$ cat src/rtl/hazard_pkg.sv
`default_nettype none
// ============================================================================
// Module   : hazard_pkg
// Purpose  : Shared types and helpers for the hazard scoreboard: the encoded
//            stall reason, the default register-index width and the width
//            helper for the per-register pending counters.
// Revision : 1.0 - initial release
// ============================================================================
package hazard_pkg;

  localparam int DEFAULT_REG_AW = 5;

  typedef enum logic [1:0] {
    REASON_NONE     = 2'd0,
    REASON_MEM      = 2'd1,
    REASON_RAW      = 2'd2,
    REASON_WAW_FULL = 2'd3
  } stall_reason_e;

  // Bits needed to hold a pending count from 0 up to max_pend inclusive.
  function automatic int pend_w(input int max_pend);
    return (max_pend < 1) ? 1 : $clog2(max_pend + 1);
  endfunction

endpackage
`default_nettype wire

$ cat src/rtl/hazard_scoreboard_if.sv
`default_nettype none
// ============================================================================
// Module   : hazard_scoreboard_if
// Purpose  : Bundles the issue, completion, kill, wait, stall and perf signals
//            exchanged between the core pipeline (master) and the hazard
//            scoreboard (slave).
// Ports    : none (signal bundle); modports master / slave.
// Revision : 1.0 - initial release
// ============================================================================
interface hazard_scoreboard_if #(
  parameter int REG_AW     = 5,
  parameter int NUM_SRC    = 2,
  parameter int CMPL_PORTS = 2,
  parameter int CNT_W      = 32
);
  // Issue side
  logic                         issue_valid_i;
  logic                         issue_long_i;
  logic [REG_AW-1:0]            issue_rd_i;
  logic [NUM_SRC-1:0]           issue_src_valid_i;
  logic [NUM_SRC*REG_AW-1:0]    issue_src_i;
  // Completion / flush side
  logic [CMPL_PORTS-1:0]        cmpl_valid_i;
  logic [CMPL_PORTS*REG_AW-1:0] cmpl_rd_i;
  logic                         kill_valid_i;
  logic [REG_AW-1:0]            kill_rd_i;
  // Memory waits and perf control
  logic                         im_wait_i;
  logic                         dm_wait_i;
  logic                         perf_clr_i;
  // Results
  logic                         stall_o;
  logic [1:0]                   stall_reason_o;
  logic [(2**REG_AW)-1:0]       busy_o;
  logic                         err_o;
  logic [CNT_W-1:0]             perf_raw_o;
  logic [CNT_W-1:0]             perf_mem_o;

  modport master (
    output issue_valid_i, issue_long_i, issue_rd_i, issue_src_valid_i,
           issue_src_i, cmpl_valid_i, cmpl_rd_i, kill_valid_i, kill_rd_i,
           im_wait_i, dm_wait_i, perf_clr_i,
    input  stall_o, stall_reason_o, busy_o, err_o, perf_raw_o, perf_mem_o
  );

  modport slave (
    input  issue_valid_i, issue_long_i, issue_rd_i, issue_src_valid_i,
           issue_src_i, cmpl_valid_i, cmpl_rd_i, kill_valid_i, kill_rd_i,
           im_wait_i, dm_wait_i, perf_clr_i,
    output stall_o, stall_reason_o, busy_o, err_o, perf_raw_o, perf_mem_o
  );

endinterface
`default_nettype wire

$ cat src/rtl/hazard_sb_entry.sv
`default_nettype none
// ============================================================================
// Module   : hazard_sb_entry
// Purpose  : One scoreboard entry: saturating up/down count of in-flight long
//            writes to a single register, sticky underflow flag, busy bit.
// Ports    : ACLK, ARESETn  - clock, async active-low reset
//            accept          - an accepted long op targets this register
//            dec             - completions + kills for this register
//            pend            - current pending count (registered)
//            busy            - pend != 0
//            underflow       - sticky: more decrements than pending writes
// Revision : 1.0 - initial release
// ============================================================================
module hazard_sb_entry
  import hazard_pkg::*;
#(
  parameter int MAX_PEND = 3,
  parameter int DEC_W    = 2,
  parameter int PEND_W   = pend_w(MAX_PEND)
) (
  input  wire logic              ACLK,
  input  wire logic              ARESETn,
  input  wire logic              accept,
  input  wire logic [DEC_W-1:0]  dec,
  output logic      [PEND_W-1:0] pend,
  output logic                   busy,
  output logic                   underflow
);

  // Arithmetic is done one bit wider than either operand so that the
  // underflow compare and the upper clamp never wrap.
  localparam int SW = ((PEND_W > DEC_W) ? PEND_W : DEC_W) + 1;

  logic [SW-1:0]     sum;
  logic [SW-1:0]     dec_ext;
  logic [SW-1:0]     diff;
  logic              under;
  logic [PEND_W-1:0] pend_nxt;

  always_comb begin
    sum     = SW'(pend) + SW'(accept);
    dec_ext = SW'(dec);
    diff    = sum - dec_ext;
    under   = (dec_ext > sum);
    if (under) begin
      pend_nxt = '0;
    end else if (diff > SW'(MAX_PEND)) begin
      // Unreachable while the WAW_FULL stall gates accept; kept as a clamp.
      pend_nxt = PEND_W'(MAX_PEND);
    end else begin
      pend_nxt = diff[PEND_W-1:0];
    end
  end

  always_ff @(posedge ACLK or negedge ARESETn) begin
    if (!ARESETn) begin
      pend      <= '0;
      underflow <= 1'b0;
    end else begin
      pend <= pend_nxt;
      if (under) begin
        underflow <= 1'b1;
      end
    end
  end

  assign busy = |pend;

endmodule
`default_nettype wire

$ cat src/rtl/hazard_scoreboard.sv
`default_nettype none
// ============================================================================
// Module   : hazard_scoreboard
// Purpose  : Per-register pending-write scoreboard between ID and issue.
//            Merges RAW, WAW-overflow and AXI memory-wait stalls into one
//            stall with an encoded reason and keeps saturating stall-cycle
//            performance counters.
// Ports    : ACLK     - clock
//            ARESETn  - asynchronous active-low reset
//            sb       - hazard_scoreboard_if.slave: issue, completion, kill,
//                       wait and perf-clear inputs; stall, reason, busy,
//                       err and perf counter outputs
// Revision : 1.0 - initial release
// ============================================================================
module hazard_scoreboard
  import hazard_pkg::*;
#(
  parameter int REG_AW     = DEFAULT_REG_AW,
  parameter int NUM_SRC    = 2,
  parameter int CMPL_PORTS = 2,
  parameter int MAX_PEND   = 3,
  parameter int CNT_W      = 32
) (
  input  wire logic          ACLK,
  input  wire logic          ARESETn,
  hazard_scoreboard_if.slave sb
);

  localparam int NREG = 2 ** REG_AW;
  localparam int PW   = pend_w(MAX_PEND);
  // dec[r] spans 0 .. CMPL_PORTS+1 (all ports plus a kill).
  localparam int DW   = $clog2(CMPL_PORTS + 2);
  localparam int CW   = ((PW > DW) ? PW : DW) + 1;

  logic [NREG-1:0][PW-1:0] pend;
  logic [NREG-1:0][DW-1:0] dec;
  logic [NREG-1:0]         busy;
  logic [NREG-1:0]         uflow;
  logic [NUM_SRC-1:0]      raw_src;

  logic          accept;
  logic          raw_hz;
  logic          waw_hz;
  logic          mem_hz;
  logic          stall;
  stall_reason_e reason;

  logic [CNT_W-1:0] raw_cnt;
  logic [CNT_W-1:0] mem_cnt;

  // Register 0 is hard-wired: never pending, never decremented.
  assign pend[0]  = '0;
  assign dec[0]   = '0;
  assign busy[0]  = 1'b0;
  assign uflow[0] = 1'b0;

  // --------------------------------------------------------------------------
  // Per-register entries
  // --------------------------------------------------------------------------
  for (genvar r = 1; r < NREG; r++) begin : g_entry
    logic [DW-1:0] dec_r;
    logic          acc_r;

    always_comb begin
      dec_r = '0;
      for (int p = 0; p < CMPL_PORTS; p++) begin
        if (sb.cmpl_valid_i[p] &&
            (sb.cmpl_rd_i[p*REG_AW +: REG_AW] == REG_AW'(r))) begin
          dec_r = dec_r + 1'b1;
        end
      end
      if (sb.kill_valid_i && (sb.kill_rd_i == REG_AW'(r))) begin
        dec_r = dec_r + 1'b1;
      end
    end

    assign acc_r  = accept && (sb.issue_rd_i == REG_AW'(r));
    assign dec[r] = dec_r;

    hazard_sb_entry #(
      .MAX_PEND (MAX_PEND),
      .DEC_W    (DW),
      .PEND_W   (PW)
    ) u_entry (
      .ACLK      (ACLK),
      .ARESETn   (ARESETn),
      .accept    (acc_r),
      .dec       (dec_r),
      .pend      (pend[r]),
      .busy      (busy[r]),
      .underflow (uflow[r])
    );
  end

  // --------------------------------------------------------------------------
  // Source-match reduction. Only completions count as hits: a same-cycle
  // writeback is forwarded, while a kill means the value never arrives.
  // --------------------------------------------------------------------------
  for (genvar k = 0; k < NUM_SRC; k++) begin : g_src
    logic [REG_AW-1:0] src;
    logic [DW-1:0]     hits;
    logic              raw_k;

    always_comb begin
      src  = sb.issue_src_i[k*REG_AW +: REG_AW];
      hits = '0;
      for (int p = 0; p < CMPL_PORTS; p++) begin
        if (sb.cmpl_valid_i[p] &&
            (sb.cmpl_rd_i[p*REG_AW +: REG_AW] == src)) begin
          hits = hits + 1'b1;
        end
      end
      raw_k = sb.issue_valid_i && sb.issue_src_valid_i[k] &&
              (src != '0) && (CW'(pend[src]) > CW'(hits));
    end

    assign raw_src[k] = raw_k;
  end

  // --------------------------------------------------------------------------
  // Stall conditions and priority encoding
  // --------------------------------------------------------------------------
  always_comb begin
    raw_hz = |raw_src;
    // pend - dec >= MAX_PEND rewritten as pend >= MAX_PEND + dec to stay
    // unsigned.
    waw_hz = sb.issue_valid_i && sb.issue_long_i && (sb.issue_rd_i != '0) &&
             (CW'(pend[sb.issue_rd_i]) >=
              (CW'(MAX_PEND) + CW'(dec[sb.issue_rd_i])));
    mem_hz = sb.im_wait_i || sb.dm_wait_i;
    stall  = raw_hz || waw_hz || mem_hz;

    if (mem_hz) begin
      reason = REASON_MEM;
    end else if (raw_hz) begin
      reason = REASON_RAW;
    end else if (waw_hz) begin
      reason = REASON_WAW_FULL;
    end else begin
      reason = REASON_NONE;
    end

    // stall feeds back into state only through this accept term.
    accept = sb.issue_valid_i && !stall && sb.issue_long_i &&
             (sb.issue_rd_i != '0);
  end

  // --------------------------------------------------------------------------
  // Saturating stall-cycle counters; clear wins over increment.
  // --------------------------------------------------------------------------
  always_ff @(posedge ACLK or negedge ARESETn) begin
    if (!ARESETn) begin
      raw_cnt <= '0;
      mem_cnt <= '0;
    end else begin
      if (sb.perf_clr_i) begin
        raw_cnt <= '0;
      end else if ((reason == REASON_RAW) && (raw_cnt != '1)) begin
        raw_cnt <= raw_cnt + 1'b1;
      end

      if (sb.perf_clr_i) begin
        mem_cnt <= '0;
      end else if ((reason == REASON_MEM) && (mem_cnt != '1)) begin
        mem_cnt <= mem_cnt + 1'b1;
      end
    end
  end

  assign sb.stall_o        = stall;
  assign sb.stall_reason_o = reason;
  assign sb.busy_o         = busy;
  assign sb.err_o          = |uflow;
  assign sb.perf_raw_o     = raw_cnt;
  assign sb.perf_mem_o     = mem_cnt;

endmodule
`default_nettype wire

$ cat src/flat_wrapper.sv
// flat-port wrapper written by rule: the top's interface ports become plain ports
module hazard_scoreboard_flat import hazard_pkg::*;
#(
  parameter int REG_AW     = DEFAULT_REG_AW,
  parameter int NUM_SRC    = 2,
  parameter int CMPL_PORTS = 2,
  parameter int MAX_PEND   = 3,
  parameter int CNT_W      = 32
)
  (ACLK, ARESETn, sb_issue_valid_i, sb_issue_long_i, sb_issue_rd_i, sb_issue_src_valid_i, sb_issue_src_i, sb_cmpl_valid_i, sb_cmpl_rd_i, sb_kill_valid_i, sb_kill_rd_i, sb_im_wait_i, sb_dm_wait_i, sb_perf_clr_i, sb_stall_o, sb_stall_reason_o, sb_busy_o, sb_err_o, sb_perf_raw_o, sb_perf_mem_o);
  hazard_scoreboard_if #(.REG_AW(REG_AW), .NUM_SRC(NUM_SRC), .CMPL_PORTS(CMPL_PORTS), .CNT_W(CNT_W)) sb_i ();
  input  wire logic ACLK;
  input  wire logic ARESETn;
  input wire logic [$bits(sb_i.issue_valid_i)-1:0] sb_issue_valid_i;
  input wire logic [$bits(sb_i.issue_long_i)-1:0] sb_issue_long_i;
  input wire logic [$bits(sb_i.issue_rd_i)-1:0] sb_issue_rd_i;
  input wire logic [$bits(sb_i.issue_src_valid_i)-1:0] sb_issue_src_valid_i;
  input wire logic [$bits(sb_i.issue_src_i)-1:0] sb_issue_src_i;
  input wire logic [$bits(sb_i.cmpl_valid_i)-1:0] sb_cmpl_valid_i;
  input wire logic [$bits(sb_i.cmpl_rd_i)-1:0] sb_cmpl_rd_i;
  input wire logic [$bits(sb_i.kill_valid_i)-1:0] sb_kill_valid_i;
  input wire logic [$bits(sb_i.kill_rd_i)-1:0] sb_kill_rd_i;
  input wire logic [$bits(sb_i.im_wait_i)-1:0] sb_im_wait_i;
  input wire logic [$bits(sb_i.dm_wait_i)-1:0] sb_dm_wait_i;
  input wire logic [$bits(sb_i.perf_clr_i)-1:0] sb_perf_clr_i;
  output wire logic [$bits(sb_i.stall_o)-1:0] sb_stall_o;
  output wire logic [$bits(sb_i.stall_reason_o)-1:0] sb_stall_reason_o;
  output wire logic [$bits(sb_i.busy_o)-1:0] sb_busy_o;
  output wire logic [$bits(sb_i.err_o)-1:0] sb_err_o;
  output wire logic [$bits(sb_i.perf_raw_o)-1:0] sb_perf_raw_o;
  output wire logic [$bits(sb_i.perf_mem_o)-1:0] sb_perf_mem_o;
  assign sb_i.issue_valid_i = sb_issue_valid_i;
  assign sb_i.issue_long_i = sb_issue_long_i;
  assign sb_i.issue_rd_i = sb_issue_rd_i;
  assign sb_i.issue_src_valid_i = sb_issue_src_valid_i;
  assign sb_i.issue_src_i = sb_issue_src_i;
  assign sb_i.cmpl_valid_i = sb_cmpl_valid_i;
  assign sb_i.cmpl_rd_i = sb_cmpl_rd_i;
  assign sb_i.kill_valid_i = sb_kill_valid_i;
  assign sb_i.kill_rd_i = sb_kill_rd_i;
  assign sb_i.im_wait_i = sb_im_wait_i;
  assign sb_i.dm_wait_i = sb_dm_wait_i;
  assign sb_i.perf_clr_i = sb_perf_clr_i;
  assign sb_stall_o = sb_i.stall_o;
  assign sb_stall_reason_o = sb_i.stall_reason_o;
  assign sb_busy_o = sb_i.busy_o;
  assign sb_err_o = sb_i.err_o;
  assign sb_perf_raw_o = sb_i.perf_raw_o;
  assign sb_perf_mem_o = sb_i.perf_mem_o;
  hazard_scoreboard #(.REG_AW(REG_AW), .NUM_SRC(NUM_SRC), .CMPL_PORTS(CMPL_PORTS), .MAX_PEND(MAX_PEND), .CNT_W(CNT_W)) u_core (.ACLK(ACLK), .ARESETn(ARESETn), .sb(sb_i));
endmodule
$ cat config.mk
export PLATFORM = sky130hd
export DESIGN_NAME = hazard_scoreboard_flat
export DESIGN_NICKNAME = d
export VERILOG_FILES = /design/src/rtl/hazard_pkg.sv /design/src/rtl/hazard_scoreboard_if.sv /design/src/rtl/hazard_sb_entry.sv /design/src/rtl/hazard_scoreboard.sv /design/src/flat_wrapper.sv
export SDC_FILE = /design/constraint.sdc
export NUM_CORES = 1
export LEC_CHECK = 0
export CORE_MARGIN = 1.5
export CORE_UTILIZATION = 46
export CTS_BUF_LIST = sky130_fd_sc_hd__clkbuf_2 sky130_fd_sc_hd__clkbuf_4 sky130_fd_sc_hd__clkbuf_8
export CTS_CLUSTER_DIAMETER = 150
export DETAILED_ROUTE_END_ITERATION = 16
export DONT_BUFFER_PORTS = 1
export GPL_ROUTABILITY_DRIVEN = 0
export GPL_TIMING_DRIVEN = 1
export SYNTH_ARGS = -nofsm -noshare
export SYNTH_HDL_FRONTEND = slang
export SYNTH_SLANG_ARGS = --single-unit
$ cat constraint.sdc
create_clock -name ACLK -period 11.4 [get_ports ACLK]
set_clock_uncertainty 0.1 [all_clocks]
set_input_delay 1.14 -clock ACLK [delete_from_list [all_inputs] [get_ports ACLK]]
set_output_delay 1.14 -clock ACLK [all_outputs]
set_load 0.02 [all_outputs]
Word level (Yosys, flattened, before mapping). Cells that the tools add are included.

Bits in registers: 157. Bits of input ports: 42. Logic and storage cells: 751.

$lt $le $gt $ge: 68. Equality and inequality tests: 132. Reduce and logical (&&, ||, !) cells: 184. Mux-type cells: 174. Add/sub/neg operators: 129.

Operators with widths (count): 5-bit equality test, second input constant (64); 2-bit two-way mux (133); 5-bit by 4-bit equality test with 1-bit output, second input constant (32); 1-bit logical AND (142); 32-bit two-way mux (4); 2-bit by 1-bit adder with 3-bit output (31); 2-bit by 3-bit > comparator with 1-bit output (31); 3-bit by 2-bit > comparator with 1-bit output, second input constant (31); 3-bit by 2-bit subtractor with 3-bit output (31); 5-bit by 3-bit equality test with 1-bit output, second input constant (16); 1-bit by 1-bit adder with 2-bit output, second input constant (33); 32-bit by 1-bit adder with 32-bit output, second input constant (2); 32-bit inequality test, second input constant (2); 2-bit OR reduction (32); 2-bit by 1-bit adder with 2-bit output, second input constant (31); 2-bit binary-select mux with 5-bit select (4); 5-bit by 2-bit equality test with 1-bit output, second input constant (8); 1-bit two-way mux (33); 31-bit OR reduction (1); 5-bit by 1-bit equality test with 1-bit output, second input constant (4); 5-bit equality test (4); 5-bit by 6-bit < comparator with 1-bit output, second input constant (3); 5-bit nonzero test (3); 2-bit > comparator (2); other kinds (7) (10).

Depth between registers and ports, before layout.
Depth after elaboration: 24. Mapped depth: 28.

Cells and area by module. Synthesis repeated with hierarchy kept, for this count alone.

Cell total of the unflattened synthesis: 1785. Area total of the unflattened synthesis: 16620.9 µm².

By module, submodules not included: hazard_scoreboard (cells each 1134, area an instance 9212.6 µm², times used 1); hazard_sb_entry (cells each 21, area an instance 239.0 µm², times used 31).

Least setup slack after synthesis. OpenSTA, ideal clock, no wires.

Path type: input -> register. Start point: in sb_issue_src_i[5]. End point: reg u_core.g_entry[15].u_entry.pend[1]. Setup time: 0.104 ns. Setup slack: 5.271 ns. Buffers on the path: 2. Data arrival time: 5.925 ns. Data required time: 11.196 ns. Cell stages on the path: 18. Cell sequence: clkbuf_1 clkbuf_1 mux4_2 mux4_2 mux2_2 ha_1 nor2b_1 o2111ai_1 o22ai_1 nor4_1 and2_1 nand3_1 nor2_1 ha_1 ha_1 fa_1 nor2b_1 a221oi_1.

Cells in the longest elaborated chain, start to end: 20. Elaborated cells on any way between the ends: 27. Those cells by class: 3 x add/sub; 3 x order compare; 2 x eq/ne; 6 x mux; 13 x reduce/logical.

RTL lines: from (decl) (RTL line flat_wrapper.sv:18) `input wire logic [$bits(sb_i.issue_src_i)-1:0] sb_issue_src_i;`; 5-bit equality test (RTL line hazard_scoreboard.sv:109) `(sb.cmpl_rd_i[p*REG_AW +: REG_AW] == src)) begin`; 1-bit logical AND (RTL line hazard_scoreboard.sv:108) `if (sb.cmpl_valid_i[p] &&`; 1-bit two-way mux (RTL line hazard_scoreboard.sv:108); 1-bit by 1-bit adder with 2-bit output (RTL line hazard_scoreboard.sv:110) `hits = hits + 1'b1;`; 2-bit two-way mux (RTL line hazard_scoreboard.sv:108); 2-bit > comparator (RTL line hazard_scoreboard.sv:114) `(src != '0) && (CW'(pend[src]) > CW'(hits));`; 1-bit logical AND * (RTL line hazard_scoreboard.sv:114); 2-bit OR reduction * (RTL line hazard_scoreboard.sv:124) `raw_hz = |raw_src;`; [... 3 more ...]; 1-bit logical AND * (3 in series) (RTL line hazard_scoreboard.sv:144) `accept = sb.issue_valid_i && !stall && sb.issue_long_i &&`; 1-bit logical AND * (RTL line hazard_scoreboard.sv:77) `assign acc_r = accept && (sb.issue_rd_i == REG_AW'(r));`; 2-bit by 1-bit adder with 3-bit output * (RTL line hazard_sb_entry.sv:41) `sum = SW'(pend) + SW'(accept);`; 3-bit by 2-bit subtractor with 3-bit output (RTL line hazard_sb_entry.sv:43) `diff = sum - dec_ext;`; 3-bit by 2-bit > comparator with 1-bit output (RTL line hazard_sb_entry.sv:47) `end else if (diff > SW'(MAX_PEND)) begin`; 2-bit two-way mux (RTL line hazard_sb_entry.sv:47); 2-bit two-way mux * (RTL line hazard_sb_entry.sv:45) `if (under) begin`; via u_core.g_entry[15].u_entry.pend_nxt[1] (RTL line hazard_sb_entry.sv:38) `logic [PEND_W-1:0] pend_nxt;`; to (signal assigned) (RTL line hazard_sb_entry.sv:60) `pend <= pend_nxt;`; to (decl) (RTL line hazard_sb_entry.sv:25) `output logic [PEND_W-1:0] pend,`.

The timed path passes the listed nets; every way through them passes the cells marked *. The select of a mux whose other input is x is not followed. A chain may end at the register's enable or synchronous reset.

Worst setup path after layout.
Start point: in sb_cmpl_rd_i[6]. End point: out sb_stall_reason_o[0].

Cells in the longest elaborated chain, start to end: 13. Elaborated cells on any way between the ends: 174. Those cells by class: 32 x add/sub; 3 x order compare; 33 x eq/ne; 69 x mux; 37 x reduce/logical.

RTL lines: from (decl) (RTL line flat_wrapper.sv:20) `input wire logic [$bits(sb_i.cmpl_rd_i)-1:0] sb_cmpl_rd_i;`; 5-bit by 1-bit equality test with 1-bit output, or another cell as far along (RTL line hazard_scoreboard.sv:68) `(sb.cmpl_rd_i[p*REG_AW +: REG_AW] == REG_AW'(r))) begin`; 1-bit logical AND (RTL line hazard_scoreboard.sv:67) `if (sb.cmpl_valid_i[p] &&`; 2-bit two-way mux (RTL line hazard_scoreboard.sv:67); 2-bit by 1-bit adder with 2-bit output (RTL line hazard_scoreboard.sv:73) `dec_r = dec_r + 1'b1;`; 2-bit two-way mux (RTL line hazard_scoreboard.sv:72) `if (sb.kill_valid_i && (sb.kill_rd_i == REG_AW'(r))) begin`; 2-bit binary-select mux with 5-bit select (RTL line hazard_scoreboard.sv:129) `(CW'(MAX_PEND) + CW'(dec[sb.issue_rd_i])));`; 2-bit two-way mux (not written as such) (RTL line hazard_scoreboard.sv:129); 2-bit by 2-bit adder with 3-bit output (RTL line hazard_scoreboard.sv:129); 2-bit by 3-bit >= comparator with 1-bit output (RTL line hazard_scoreboard.sv:128) `(CW'(pend[sb.issue_rd_i]) >=`; 1-bit logical AND (RTL line hazard_scoreboard.sv:127) `waw_hz = sb.issue_valid_i && sb.issue_long_i && (sb.issue_rd_i != '0) &&`; 2-bit two-way mux (RTL line hazard_scoreboard.sv:137) `end else if (waw_hz) begin`; 2-bit two-way mux * (RTL line hazard_scoreboard.sv:135) `end else if (raw_hz) begin`; 2-bit two-way mux * (RTL line hazard_scoreboard.sv:133) `if (mem_hz) begin`; to (decl) (RTL line flat_wrapper.sv:27) `output wire logic [$bits(sb_i.stall_reason_o)-1:0] sb_stall_reason_o;`.

Every way passes the cells marked *; elsewhere a longest branch is shown, timed or not. The select of a mux whose other input is x is not followed.

==> metrics.md <==
| Metric | Value |
|---|---|
| Syn nets | 1,992 |
| Area share of fa/ha/maj cells after synthesis | 0.213 |
| Drt drc | 0 |
| Via count | 12,278 |
| Synthesis-stage register bit count | 157 |
| DRT met1 WL | 18.5 mm |
| Worst EP required | 10,160 ps |
| Row count | 67 |
| Vias in the first global route | 12,146 |
| Min cycle time layout | 6780 ps |
| Die Width | 187 µm |
| CTS H-Tree Depth | 4 |
| Post-CTS Resized | 0 |
| DR iter-0 viols | 1,045 |
| Clock root cell | clkbuf_8 |
| Die area | 35,000 µm² |
| Post-synthesis cell count | 1,722 |
| Max_cap viols | 0 |
| Crit path launch type | input pin |
| Post-route cell area | 16,100 µm² |
| Final instance count without filler cells | 2,106 |
| Placed cell areas | 15,600 µm² |
| Drt total wl | 44.2 mm |
| Post-CTS Hold Buffers | 0 |
| Initial Util | 0.466 |
| First-pass GRT wire length | 70.3 mm |
| I/O Buffers | 0 |
| P_leak | 0.00704 µW |
| Crit path cell chain | nor2b_1, nand2_1, inv_1, ha_1, xnor2_1, a21oi_1, and2_1, a2111oi_0, a2bb2oi_1, ha_1, ha_1, a21oi_1, nor4b_1, inv_1, o21ai_0 |
| Post-synth EDFFs | 0 |
| Global route total overflow | 0 |
| Worst Max-Slew Pin Slew | 1010 ps |
| Fin util | 0.480 |
| Synth Flop Type | dfrtp_1 |
| Yosys Warn Count | 0 |
| TritonCTS clock tree | done |
| Cell variety after synth | 71 |
| Register area share after synthesis | 0.252 |
| CTS Buf Count | 17 |
| Routed wl met2 | 20.0 mm |
| Clk sink count | 157 |
| PD cells | 128 nW/µm² |
| Fin nets | 1,915 |
| Routed len/inst | 21.0 µm |
| Max Clk Rate | 148 MHz |
| Post-DP HPWL | 34.4 mm |
| CORE AREA | 33,400 µm² |
| Status | finished, final reports clean |
| ANT cells | 0 |
| Post-CTS setup buffers | 0 |
| Worst stage delay on the critical path | 700 ps |
| Final hold viol count | 0 |
| Largest net degree at the start of global routing | 158 |
| Post-synthesis mux area share | 0.0963 |
| Reg2Reg Depth | 20 |
| Period utilization | 0.595 |
| Clk slew on worst S/H paths | 80 ps |
| Pre-Repair DR Iteration Count | 5 |
| Number of vias per cell | 5.83 |
| Async set-reset flop share out of synthesis | 1.00 |
| CP dominant cell by count | ha_1 |
| Pwr Total | 2060 µW |
| CP max-delay cell | nor2b_1 |
| Complex-gate fraction of the synthesized area | 0.0991 |
| RSZ-0062 raised after global routing | false |
| Largest family of logic cells by synthesized area | adder cells |
| Worst setup EP type | primary output |
| Relative slew slack | 0.314 |
| Layout cell share with drive strength beyond 1 | 0.0941 |
| Mapped Avg Cell Area | 9.04 µm² |
| HP Class | in2async |
| I/O Pins | 142 |
| Critical setup path kind | in2out |
| Maximum vdd drop | 73.9 µV |
| Setup TNS | 0 ps |
| Post-Place Cells | 2,074 |
| Simple-gate share of the synthesized area | 0.184 |
| Worst-skew pair later-pin latency | 510 ps |
| Synth Area in XOR/XNOR | 0.0703 |
| Final count of negative-setup-slack endpoints | 0 |
| Crit-path max FO | 8 |
| Max-slew violations | 0 |
| GR Util All Layers | 0.260 |
| Cell Area, Synth | 15,600 µm² |
| Layout area overhead | 3.11% |
| Met3 routed WL | 4.23 mm |
| Highest Signal Layer | met4 |
| Die Ht | 187 µm |
| CTS Buffer Depth | 2 |
| Worst Path Arrival | 5540 ps |
| Initial antenna violation count | 0 |
| Post-route ant nets | 0 |
critical path, delay by kind of cell:
kind | cells | cell delay (ps)
and+or+nand+nor | 4 | 1600
adders and majority gates | 3 | 820
AOI/OAI and AO/OA | 5 | 1390
buffers and inverters | 2 | 280
xor gates and xnor gates | 1 | 310
final cells by class:
cell class / count / area, µm²
fillers: 3122 / 17400
repair buffers: 1 / 7.51
clock buffers: 20 / 263
well taps: 448 / 561
multi-input cells: 1251 / 10300
inverters: 217 / 815
flip-flops and latches: 157 / 3930
clock inverters: 12 / 161
Yosys cell counts, drive strengths merged, types with 4 or more instances:
| cell | instances | share of area |
|---|---|---|
| nor4b | 6 | 0.0034 |
| a21oi | 84 | 0.027 |
| a2111oi | 4 | 0.0022 |
| nand2b | 14 | 0.0056 |
| xor2 | 61 | 0.034 |
| nor4 | 20 | 0.0094 |
| buf | 52 | 0.022 |
| mux2 | 7 | 0.0051 |
| nor3b | 14 | 0.0067 |
| nor2b | 29 | 0.012 |
| or3 | 12 | 0.0048 |
| or2 | 56 | 0.022 |
| nor2 | 182 | 0.044 |
| mux4 | 52 | 0.075 |
| a22oi | 5 | 0.0024 |
| and3 | 7 | 0.0035 |
| a31oi | 17 | 0.0068 |
| nand4 | 21 | 0.0092 |
| xnor2 | 64 | 0.036 |
| a211oi | 6 | 0.0029 |
| nand3 | 37 | 0.012 |
| inv | 217 | 0.052 |
| or4 | 5 | 0.0024 |
| nand2 | 113 | 0.027 |
| nor3 | 29 | 0.0096 |
| and2 | 11 | 0.0044 |
| ha | 166 | 0.13 |
| fa | 62 | 0.080 |
| o22ai | 5 | 0.0020 |
| a221oi | 25 | 0.014 |
| mux2i | 25 | 0.016 |
| dfrtp | 157 | 0.25 |
| o21bai | 12 | 0.0058 |
| o21ai | 55 | 0.018 |
| clkbuf | 45 | 0.011 |
routing by layer:
metal | global-route usage | vias up
met2 | 0.406 | 472
met1 | 0.345 | 6050
met3 | 0.0752 | 73
li1 | - | 5683
met5 | 0 | -
met4 | 0.0927 | 0
logic make-up after synthesis:
family | count (synthesis)
xor+xnor | 125
fa+ha+maj | 228
simple gates | 568
buf+inv | 314
mux | 84
compound gates | 245
flops | 157
other cells | 1
per-stage QoR:
step                setup WS, ps  hold slack (ps)
floorplan                   5270              334
global placement            4560              353
detailed placement          4400              357
CTS                         4730              188
global route                4330              196
finish                      4620              235
final timing paths:
check	startpoint	end	slack [ps]
worst max-delay path	sb_cmpl_rd_i[6]	sb_stall_reason_o[0]	4620
worst min-delay path	ARESETn	u_core.sb.perf_mem_o[28]$_DFFE_PN0P_	230
worst max register to register	u_core.g_entry[20].u_entry.pend[1]$_DFF_PN0_	u_core.g_entry[16].u_entry.pend[0]$_DFF_PN0_	5800
worst min register to register	u_core.g_entry[18].u_entry.underflow$_DFFE_PN0N_	u_core.g_entry[18].u_entry.underflow$_DFFE_PN0N_	370
max in group asynchronous	ARESETn	u_core.g_entry[14].u_entry.pend[1]$_DFF_PN0_	10660
min in group ACLK	u_core.g_entry[18].u_entry.underflow$_DFFE_PN0N_	u_core.g_entry[18].u_entry.underflow$_DFFE_PN0N_	370
state kept, by name, summed over array words and instances (netlist names):
register / count
u_core.g_entry.u_entry.pend: 62
u_core.sb.perf_mem_o: 32
u_core.sb.perf_raw_o: 32
u_core.g_entry.u_entry.underflow: 31
cell usage in the layout (no fill, tap or decap), types with 25 or more instances in the layout:
master and count:
inv_1 217, nor2_1 182, ha_1 166, dfrtp_1 157, nand2_1 113, a21oi_1 84
xnor2_1 64, fa_1 62, xor2_1 61, or2_2 56, o21ai_0 55, mux4_2 52
nand3_1 37, nor2b_1 29, nor3_1 28, mux2i_1 25, a221oi_1 25
report_power, final:
group,switching (µW),internal (µW)
Sequential,145,636
Clock,230,229
Combinational,444,376
Total,819,1240
Note: power is estimated with default switching activity, not from simulation.
